<file path="config.mk">
export PLATFORM = sky130hd
export DESIGN_NAME = usb_fs_packet_receiver
export DESIGN_NICKNAME = d
export VERILOG_FILES = /design/src/rtl/usb_fs_packet_receiver.sv
export SDC_FILE = /design/constraint.sdc
export NUM_CORES = 1
export LEC_CHECK = 0
export CORE_UTILIZATION = 40
export CTS_BUF_LIST = sky130_fd_sc_hd__clkbuf_4
export DETAILED_ROUTE_END_ITERATION = 12
export HOLD_SLACK_MARGIN = 0.03
export PLACE_DENSITY_LB_ADDON = 0.2
export SLEW_MARGIN = 20
export SYNTH_ARGS = -nofsm -noshare
export SYNTH_HDL_FRONTEND = slang
export SYNTH_SLANG_ARGS = --single-unit
</file>
<file path="constraint.sdc">
create_clock -name i_clk_48MHz -period 2.3 [get_ports i_clk_48MHz]
set_input_delay 0.23 -clock i_clk_48MHz [delete_from_list [all_inputs] [get_ports i_clk_48MHz]]
set_output_delay 0.23 -clock i_clk_48MHz [all_outputs]
set_load 0.01 [all_outputs]
</file>
<file path="src/rtl/usb_fs_packet_receiver.sv">
// usb_fs_packet_receiver
//   Golden-reference USB 1.1 full-speed receiver. It oversamples D+/D- at
//   48 MHz, recovers the 12 MHz bit clock, NRZI-decodes, removes stuffed
//   bits, finds SYNC/EOP and decodes PID, token and data packets with CRC
//   checks.
//
//   Optional build macro: USBFS_RX_INSYNC_EN
//     When it is defined, i_dp/i_dn pass through a 2-flop synchronizer, and
//     every output moves 2 cycles later.
//
// Parameters
//   AS_HOST_NOT_DEV : 1 = host instance, so tokens never report okay.
//   MAX_PKT         : largest data payload (bytes) kept in o_lastData.
//
// Ports
//   i_clk_48MHz, i_rst      : clock and synchronous active-high reset.
//   i_dp, i_dn              : bus lines.
//   o_strobe_12MHz          : mid-bit sample pulse.
//   o_sop / o_eop           : SYNC-complete / EOP-complete pulses.
//   o_inflight              : high from o_sop through the o_eop cycle.
//   o_pid                   : PID[3:0] of the current or last packet.
//   o_lastData(_nBytes)     : payload of the last data packet (byte0 in [7:0]).
//   o_lastAddr / o_lastEndp : fields of the last good OUT/IN/SETUP token.
//   o_pidOkay / o_tokenOkay / o_dataOkay : packet checks, valid after o_eop.
module usb_fs_packet_receiver #(
   parameter int AS_HOST_NOT_DEV = 0,
   parameter int MAX_PKT         = 8
) (
   input  logic                       i_clk_48MHz,
   input  logic                       i_rst,
   input  logic                       i_dp,
   input  logic                       i_dn,
   output logic                       o_strobe_12MHz,
   output logic                       o_sop,
   output logic                       o_eop,
   output logic                       o_inflight,
   output logic [3:0]                 o_pid,
   output logic [8*MAX_PKT-1:0]       o_lastData,
   output logic [$clog2(MAX_PKT):0]   o_lastData_nBytes,
   output logic [6:0]                 o_lastAddr,
   output logic [3:0]                 o_lastEndp,
   output logic                       o_pidOkay,
   output logic                       o_tokenOkay,
   output logic                       o_dataOkay
);
   localparam int NBW = $clog2(MAX_PKT) + 1;
   localparam int BCW = $clog2(MAX_PKT + 3) + 1;   // byte count incl. PID, saturating

   typedef enum logic [1:0] {LS_SE0, LS_J, LS_K} line_t;
   typedef enum logic [1:0] {S_IDLE, S_PKT, S_SE0A, S_SE0B} state_t;

   logic dp_s, dn_s;
`ifdef USBFS_RX_INSYNC_EN
   logic [1:0] dp_sync, dn_sync;
   // The synchronizer resets to J so that reset does not look like SE0.
   always_ff @(posedge i_clk_48MHz) begin
      if (i_rst) begin
         dp_sync <= 2'b11;
         dn_sync <= 2'b00;
      end else begin
         dp_sync <= {dp_sync[0], i_dp};
         dn_sync <= {dn_sync[0], i_dn};
      end
   end
   assign dp_s = dp_sync[1];
   assign dn_s = dn_sync[1];
`else
   assign dp_s = i_dp;
   assign dn_s = i_dn;
`endif

   line_t  ls, prev_ls, last_smp;
   state_t state_q, state_d;
   logic [1:0]  phase;
   logic [6:0]  se0_cyc;
   logic [2:0]  zcnt, ones, bit_cnt;
   logic [7:0]  byte_q, pid_byte;
   logic [BCW-1:0] byte_cnt, pay_n;
   logic [4:0]  crc5;
   logic [15:0] crc16;
   logic        stuff_err, ovf;
   logic [MAX_PKT-1:0][7:0] buf_q;   // payload bytes only; CRC bytes are not kept
   logic        strobe, nrzi, sop, eop, bus_rst;
   logic        is_tok, is_dat, pid_good, tok_good, dat_len;
   logic [7:0]  byte_nx;
   logic [4:0]  crc5_nx;
   logic [15:0] crc16_nx;
   logic [8*MAX_PKT-1:0] ld_nx;

   // (1,1) decodes as SE0.
   always_comb begin
      ls = LS_SE0;
      if (dp_s && !dn_s)      ls = LS_J;
      else if (!dp_s && dn_s) ls = LS_K;
   end

   assign strobe   = (phase == 2'd2);
   assign nrzi     = (ls == last_smp);
   assign bus_rst  = (ls == LS_SE0) && (se0_cyc >= 7'd120) && (state_q != S_IDLE);
   assign byte_nx  = {nrzi, byte_q[7:1]};
   assign crc5_nx  = {crc5[3:0], 1'b0} ^ ({5{crc5[4] ^ nrzi}} & 5'b00101);
   assign crc16_nx = {crc16[14:0], 1'b0} ^ ({16{crc16[15] ^ nrzi}} & 16'h8005);

   always_comb begin
      state_d = state_q;
      sop     = 1'b0;
      eop     = 1'b0;
      if (bus_rst) begin
         state_d = S_IDLE;
      end else if (strobe) begin
         case (state_q)
            // seven NRZI zeros then a one (the closing KK of SYNC)
            S_IDLE: if (ls != LS_SE0 && nrzi && zcnt == 3'd7) begin
               sop     = 1'b1;
               state_d = S_PKT;
            end
            S_PKT:  if (ls == LS_SE0) state_d = S_SE0A;
            S_SE0A: state_d = (ls == LS_SE0) ? S_SE0B : S_IDLE;
            S_SE0B: if (ls == LS_J) begin
               eop     = 1'b1;
               state_d = S_IDLE;
            end else if (ls == LS_K) begin
               state_d = S_IDLE;
            end
            default: state_d = S_IDLE;
         endcase
      end
   end

   always_ff @(posedge i_clk_48MHz) begin
      if (i_rst) state_q <= S_IDLE;
      else       state_q <= state_d;
   end

   assign o_strobe_12MHz = strobe;
   assign o_sop          = sop;
   assign o_eop          = eop;
   assign o_inflight     = (state_q != S_IDLE) || sop;

   // End-of-packet classification
   assign is_tok   = (pid_byte[1:0] == 2'b01);
   assign is_dat   = (pid_byte[1:0] == 2'b11);
   assign pid_good = (byte_cnt != '0) && (pid_byte[7:4] == ~pid_byte[3:0]) && !stuff_err;
   assign tok_good = pid_good && (byte_cnt == BCW'(3)) && (bit_cnt == 3'd0) && (crc5 == 5'b01100);
   assign dat_len  = (byte_cnt >= BCW'(3)) && !ovf && (bit_cnt == 3'd0);

   always_comb begin
      pay_n = '0;
      if (byte_cnt >= BCW'(3)) begin
         pay_n = byte_cnt - BCW'(3);
         if (pay_n > BCW'(MAX_PKT)) pay_n = BCW'(MAX_PKT);
      end
      ld_nx = '0;
      for (int i = 0; i < MAX_PKT; i++)
         ld_nx[i*8 +: 8] = (BCW'(i) < pay_n) ? buf_q[i] : 8'h00;
   end

   always_ff @(posedge i_clk_48MHz) begin
      if (i_rst) begin
         prev_ls   <= LS_J;
         last_smp  <= LS_J;
         phase     <= '0;
         se0_cyc   <= '0;
         zcnt      <= '0;
         ones      <= '0;
         bit_cnt   <= '0;
         byte_q    <= '0;
         pid_byte  <= '0;
         byte_cnt  <= '0;
         crc5      <= '0;
         crc16     <= '0;
         stuff_err <= 1'b0;
         ovf       <= 1'b0;
         buf_q     <= '0;
         o_pid             <= '0;
         o_lastData        <= '0;
         o_lastData_nBytes <= '0;
         o_lastAddr        <= '0;
         o_lastEndp        <= '0;
         o_pidOkay         <= 1'b0;
         o_tokenOkay       <= 1'b0;
         o_dataOkay        <= 1'b0;
      end else begin
         // Bit clock recovery: re-centre on every edge of the line state.
         prev_ls <= ls;
         phase   <= (ls != prev_ls) ? 2'd0 : phase + 2'd1;
         se0_cyc <= (ls != LS_SE0) ? 7'd0 : ((se0_cyc == 7'h7f) ? se0_cyc : se0_cyc + 7'd1);

         if (strobe) begin
            last_smp <= ls;
            if (state_q == S_IDLE && ls != LS_SE0 && !nrzi)
               zcnt <= (zcnt == 3'd7) ? zcnt : zcnt + 3'd1;
            else
               zcnt <= '0;
         end

         if (sop) begin
            ones        <= 3'd1;   // the SYNC's final one counts toward stuffing
            bit_cnt     <= '0;
            byte_cnt    <= '0;
            crc5        <= 5'h1f;
            crc16       <= 16'hffff;
            stuff_err   <= 1'b0;
            ovf         <= 1'b0;
            o_pidOkay   <= 1'b0;
            o_tokenOkay <= 1'b0;
            o_dataOkay  <= 1'b0;
         end else if (strobe && state_q == S_PKT && ls != LS_SE0) begin
            if (ones == 3'd6) begin
               // stuffed bit: dropped, must be a zero
               ones <= '0;
               if (nrzi) stuff_err <= 1'b1;
            end else begin
               ones    <= nrzi ? ones + 3'd1 : 3'd0;
               byte_q  <= byte_nx;
               bit_cnt <= bit_cnt + 3'd1;
               if (byte_cnt != '0) begin
                  crc5  <= crc5_nx;
                  crc16 <= crc16_nx;
               end
               if (bit_cnt == 3'd7) begin
                  if (byte_cnt == '0) begin
                     pid_byte <= byte_nx;
                     o_pid    <= byte_nx[3:0];
                  end
                  for (int i = 0; i < MAX_PKT; i++)
                     if (byte_cnt == BCW'(i + 1)) buf_q[i] <= byte_nx;
                  if (byte_cnt > BCW'(MAX_PKT + 2)) ovf <= 1'b1;
                  if (byte_cnt != '1) byte_cnt <= byte_cnt + BCW'(1);
               end
            end
         end

         if (eop) begin
            // handshakes and other PIDs must carry nothing after the PID
            o_pidOkay   <= pid_good && (is_tok || is_dat ||
                                        (byte_cnt == BCW'(1) && bit_cnt == 3'd0));
            o_tokenOkay <= is_tok && tok_good && (AS_HOST_NOT_DEV == 0);
            o_dataOkay  <= is_dat && pid_good && dat_len && (crc16 == 16'h800D);
            if (is_tok && tok_good && pid_byte[3:0] != 4'b0101) begin
               o_lastAddr <= buf_q[0][6:0];
               o_lastEndp <= {buf_q[1][2:0], buf_q[0][7]};
            end
            if (is_dat) begin
               o_lastData        <= ld_nx;
               o_lastData_nBytes <= NBW'(pay_n);
            end
         end
      end
   end
endmodule

</file>
After elaboration in Yosys (flattened, before gate mapping)
Index checks and enable logic that the tools add are counted.
- bits in registers: 218
- input bits: 4
- output and inout port bits: 90
- word-level logic and storage cells: 199
- add/sub/neg operators: 7
- magnitude comparators: 12
- eq/ne operators: 32
- mux-type cells: 44
- bitwise logic cells: 7
- reduce and logical (&&, ||, !) cells: 65
- operators with widths (operator ; count):
    16-bit 2-to-1 mux ; 4
    8-bit 2-to-1 mux ; 8
    5-bit AND reduction ; 9
    5-bit 2-to-1 mux ; 6
    1-bit logical AND ; 24
    5-bit by 3-bit == test with 1-bit output, second input constant ; 4
    3-bit by 5-bit < comparator with 1-bit output, first input constant ; 4
    16-bit == test, second input constant ; 1
    16-bit bitwise XOR ; 1
    1-bit 2-to-1 mux ; 14
    2-bit 2-to-1 mux ; 7
    3-bit 2-to-1 mux ; 4
    4-bit AND reduction ; 3
    2-bit == test, second input constant ; 5
    5-bit by 2-bit == test with 1-bit output, second input constant ; 2
    5-bit by 4-bit == test with 1-bit output, second input constant ; 2
    5-bit by 4-bit greater-than comparator with 1-bit output, second input constant ; 2
    1-bit by 5-bit < comparator with 1-bit output, first input constant ; 2
    2-bit by 5-bit < comparator with 1-bit output, first input constant ; 2
    2-bit nonzero test ; 5
    3-bit by 1-bit adder with 3-bit output, second input constant ; 3
    3-bit == test, second input constant ; 3
    3-bit AND reduction ; 3
    2-bit != test, second input constant ; 4
    28 further kinds ; 45

Longest topological paths before layout
- depth after elaboration: 13
- mapped depth: 11

Least setup slack after synthesis
No wires, ideal clock.
- path kind: flip-flop to flip-flop
- start point: reg phase[0]
- end point: reg o_dataOkay
- library setup time: 0.117 ns
- arrival: 2.191 ns
- path slack: -0.008 ns
- stages on the path, launching flop included: 9
- cells stage by stage: dfxtp_1 -> inv_1 -> ha_1 -> buf_6 -> or4b_4 -> or4_4 -> inv_1 -> nor2_1 -> a32o_1
- word-level cells in the longest chain between the ends: 4
- elaborated cells between the ends (all ways): 7
- those cells by class: eq/ne (1); mux (5); reduce/logical (1)
- RTL lines (what ; RTL line ; source):
    start, declared ; 74 ; logic [1:0] phase;
    start signal, assigned ; 186 ; phase <= (ls != prev_ls) ? 2'd0 : phase + 2'd1;
    2-bit == test ; 97 ; assign strobe = (phase == 2'd2);
    net o_strobe_12MHz ; 33 ; output logic o_strobe_12MHz,
    1-bit 2-to-1 mux ; 110 ; end else if (strobe) begin
    1-bit 2-to-1 mux ; 108 ; if (bus_rst) begin
    net o_sop ; 34 ; output logic o_sop,
    2-bit nonzero test (no line) ; - ;
    end signal, assigned ; 239 ; o_dataOkay <= is_dat && pid_good && dat_len && (crc16 == 16'h800D);
    end, declared ; 44 ; output logic o_dataOkay
The timed path passes the listed nets, and every way through them passes these cells.
A chain may end at the register's enable or synchronous reset.

Final worst setup path
- start point: reg phase[0]
- end point: out o_sop
- word-level cells in the longest chain between the ends: 3
- RTL lines (what ; RTL line):
    2-bit == test ; 97
    1-bit 2-to-1 mux ; 110
    1-bit 2-to-1 mux ; 108
    end, declared ; 34
No other way between the ends.

==> results list <==
- Status: finished with violations
- The final reports fail on setup timing.
* Portion of total power attributed to sequential cells: 53.4%
- Of all nets on the critical path, the largest fanout is 3.
- Of the total power, combinational logic draws 2.4%.
- The floorplan step set the die height to 150 um.
- Max-slew violation total from the final report: 0
* Global-route usage over all layers: 19.9%
- Worst Min Path Start: i_rst
- The synthesized design devotes to its leading area cell type 48.8% of total area.
* Type of the worst min-delay path: input port to flop
* Number of top-level pins: 94
- Layout cell share with drive strength beyond 1: 20.3%
- Entering global routing, the biggest net connects 158 pins.
- Async set or reset register ratio after synthesis: 0%
* Hold WS: 0.135 ns
* Crit path capture type: output pin
- dfxtp_1 takes more of the synthesized area than any other cell.
- Level count of the clock H-tree: 2
* Number of iterations in the first detailed-routing pass: 5
* Port Buf Inserts: 93
- The first routing iteration left 443 violations.
- The tree is rooted in a clkbuf_4.
* Arrival time reported for the critical path endpoint: 2.36 ns
- Counting every net in the synthesized netlist gives 961.
* Share of the clock period used by the worst path: 113%
* Minimum clock period: 2.59 ns
- IR analysis of the VDD net gives a maximum drop of 0.000330 V.
- After layout, the worst setup slack is -0.288 ns.
* Worst Skew: 0.0465 ns
- Number of routed nets with antenna violations: 0
* Switching part of the total power: 23.2%
- Overflow left after global routing: 0
* Clock group share of total power: 44.2%
* Clock latency at the later pin of the worst-skew pair: 0.68 ns
* WS Path Type: flop to output pin
* Final design utilization: 53.1%
- First-pass GRT wire length: 35.7 mm
* Cell Chain, Critical Path: inv_2, ha_4, or4b_4, or4_4, inv_4, buf_6
- Mean area per synthesized cell: 9.31 um2
* Residual DRC: 0
- Total of max-cap violations: 0
* Worst hold path stage count: 4
- For this design the static power due to leakage is 0.00433 uW.
- Clock sinks: 213
- Counting tap cells, the placed design contains a total of 1314 instances.
- The number of global-route vias before repair came to 7096.
* Maximum clock frequency: 386 MHz
- In the routed layout, each cell is associated on average with a via count of 5.19.
- Net switching power: 1610 uW
- The count of endpoints failing hold in the final timing report came to 0.
* Sequential area share after synthesis: 48.8%
- Synth area leaders: dfxtp_1 49%, mux2i_1 7.9%, a21oi_1 4.6%, nor2_1 4.5%, nand2_1 3.6%
* Maximum buffer depth of the clock tree: 3
- Counting distinct cell types in the post-synthesis netlist gives 70.
- Via count: 7362
* Setup repair after global routing missed its margin: true
- Number of synthesized flops with an enable pin: 0
* Row count: 53
- Half-perimeter wire length after placement: 14.3 mm
* Worst slew margin relative to its limit: 51.2%
- Synthesized cell area: 8750 um2
- After clock tree synthesis, the clock-pin slew on the worst setup and hold paths is 0.06 ns.
- TritonCTS clock tree: done
- Routed WL: 22.2 mm
- X dimension of the die: 150 um
* Die area: 22500 um2
- For hold timing, the worst endpoint is last_smp[0]$_SDFFE_PP1P_.
- Post-Synthesis Cells: 939
- After detailed routing, the average wire length per cell comes to 15.6 um.
- Internal power comes to 5320 uW.
* Critical Path Slowest Stage Cell: or4_4
* Final setup fails: 3
- From synthesis to final layout, the design area changed by 28.8%.
- The most used flip-flop cell after synthesis is dfxtp_1.
- In this run the register-to-register setup slack is 0.06 ns.
- For this run, the number of Yosys warnings is 0.
* Worst R2R Path Depth: 9
- FF-to-FF End: o_lastData[55]$_SDFFE_PP0P_
- Once layout is complete, the cells apart from fillers number 1418.
- Synthesis inferred 213 register bits.
- Req. time, crit path: 2.07 ns
* Power Dens Cells: 615 nW/um2
* Number of antenna violations at the first check in global routing: 1
- Once the floorplan was initialized, standard cells occupied 41.2% of the core.
* Pin slew with the least headroom to its limit: 0.732 ns
* Pre-CTS WS: -0.720 ns
- Net total in the final layout: 1126
- Startpoint type of the worst setup path: flop
- Routability-driven placement finished with a final weighted congestion of 0.848.
- The largest single stage delay on the critical path is 0.58 ns.
* FF-to-FF Start: byte_cnt[1]$_SDFFE_PP0P_
- Core area: 21200 um2
- Number of buffers added by the clock tree synthesis step: 55
## per-stage QoR
| stage | setup TNS [ns] | area [um2] | power [uW] |
|---|---|---|---|
| finish | -0.585 | 11300 | 6930 |
| global route | -1.26 | 11300 | 7230 |
| detailed placement | -54.54 | 10500 | 3950 |
| global placement | -51.50 | 10500 | 3950 |
| floorplan | 0 | 8750 | 3880 |
| CTS | -0.787 | 11200 | 7050 |
## logic make-up (layout without fill, tap and decap cells)
logic type	Yosys count	in the layout	share of synthesized area [%]
other	0	1	0
and+or+nand+nor	322	322	18.4
adders and majority gates	18	18	2.58
AOI/OAI and AO/OA	189	189	14.8
xor gates and xnor gates	23	23	2.30
buffers and inverters	105	308	5.25
muxes	69	69	7.90
DFF	213	213	48.8
## flip-flops by register name (all words and copies together), names as in the netlist, 4 cells and up
name and flops:
buf_q 64, byte_cnt 5, byte_q 7, crc16 16, crc5 5, o_lastAddr 7
o_lastData 64, o_lastData_nBytes 4, o_lastEndp 4, pid_byte 5, se0_cyc 7
## layout make-up
type                       instances  area, um2
tap                              275        344
sequential                       213       4270
timing repair buffer             185       1790
fill                            2015       9960
antenna                            1       2.50
multi-input combinational        621       4090
clock buffer                      79        593
clock inverter                    16       68.8
inverter                          28        108
## how the worst max path moves through the flow
stage                              startpoint                       to  cells past startpoint
final                     phase[0]$_SDFF_PP0_                    o_sop                      6
after global routing      phase[0]$_SDFF_PP0_                    o_sop                      6
after CTS                 phase[0]$_SDFF_PP0_               o_inflight                      6
after detailed placement                 i_dp                    o_sop                      7
after global placement                   i_dp                    o_sop                      7
after floorplan                          i_dp  o_dataOkay$_SDFFE_PP0P_                      8
## cell usage after synthesis, drive strengths merged, types with 2 or more instances
cell type  number
and4            2
nand3          42
nand2          85
o221a          18
dfxtp         213
nand4b          5
nor4b           3
xnor2          17
nor3b           2
and3            3
or4b            9
a31oi           4
or4             3
inv            27
a211oi          6
nor3           11
nor4            5
o21ai          22
buf            29
a22o           16
ha             18
o211ai          2
a2111oi         2
a22oi          10
a21oi          81
o41ai           8
nand3b          2
mux2i          69
or2             3
nor2          107
nor2b           8
clkbuf         48
and2            9
o2111ai         8
nand2b          3
a21bo           2
xor2            6
nand4          15
## timing repair
action | 4_1_cts | 5_1_grt
pin swaps | 3 | 4
buffers inserted | 1 | 6
gates resized for setup | 18 | 18
cloned | 0 | 1
hold buffers | 0 | 0
setup endpoints to repair | 3 | 35
## metal layers
| layer | routed length [um] | track usage, % | share of wire (%) | up-vias |
|---|---|---|---|---|
| met1 | 10500 | 27.0 | 47 | 3477 |
| met2 | 10200 | 31.8 | 46 | 180 |
| met4 | 347 | 5.86 | 1.6 | 0 |
| met5 | 0 | 0 | 0 | - |
| li1 | - | - | - | 3672 |
| met3 | 1110 | 4.09 | 5.0 | 33 |
## worst max-delay path: cells and delay by family, from the launching register on
| family | cells | cell delay [ns] |
|---|---|---|
| simple gates | 2 | 1.04 |
| flops | 1 | 0.32 |
| buf+inv | 3 | 0.26 |
| fa+ha+maj | 1 | 0.12 |
## power by group through the flow
stage	combinational [uW]	sequential [uW]	clock, uW
2_1_floorplan	100	3780	0
3_3_place_gp	165	3780	0
3_5_place_dp	167	3780	0
4_1_cts	168	3700	3180
5_1_grt	185	3700	3350
6_report	167	3700	3060
## cells in the final DEF (no fill, tap or decap), types with 14 or more instances in the layout
| cell type | n |
|---|---|
| o21ai_0 | 19 |
| inv_1 | 25 |
| dfxtp_1 | 208 |
| buf_4 | 77 |
| o221a_2 | 18 |
| a21oi_1 | 80 |
| nand2_1 | 83 |
| a22o_1 | 16 |
| nand4_1 | 14 |
| xnor2_1 | 17 |
| clkbuf_4 | 79 |
| clkinv_1 | 15 |
| ha_1 | 16 |
| mux2i_1 | 69 |
| nand3_1 | 39 |
| nor2_1 | 105 |
| clkdlybuf4s50_1 | 89 |
No activity file was read; power rests on OpenSTA's default activity.
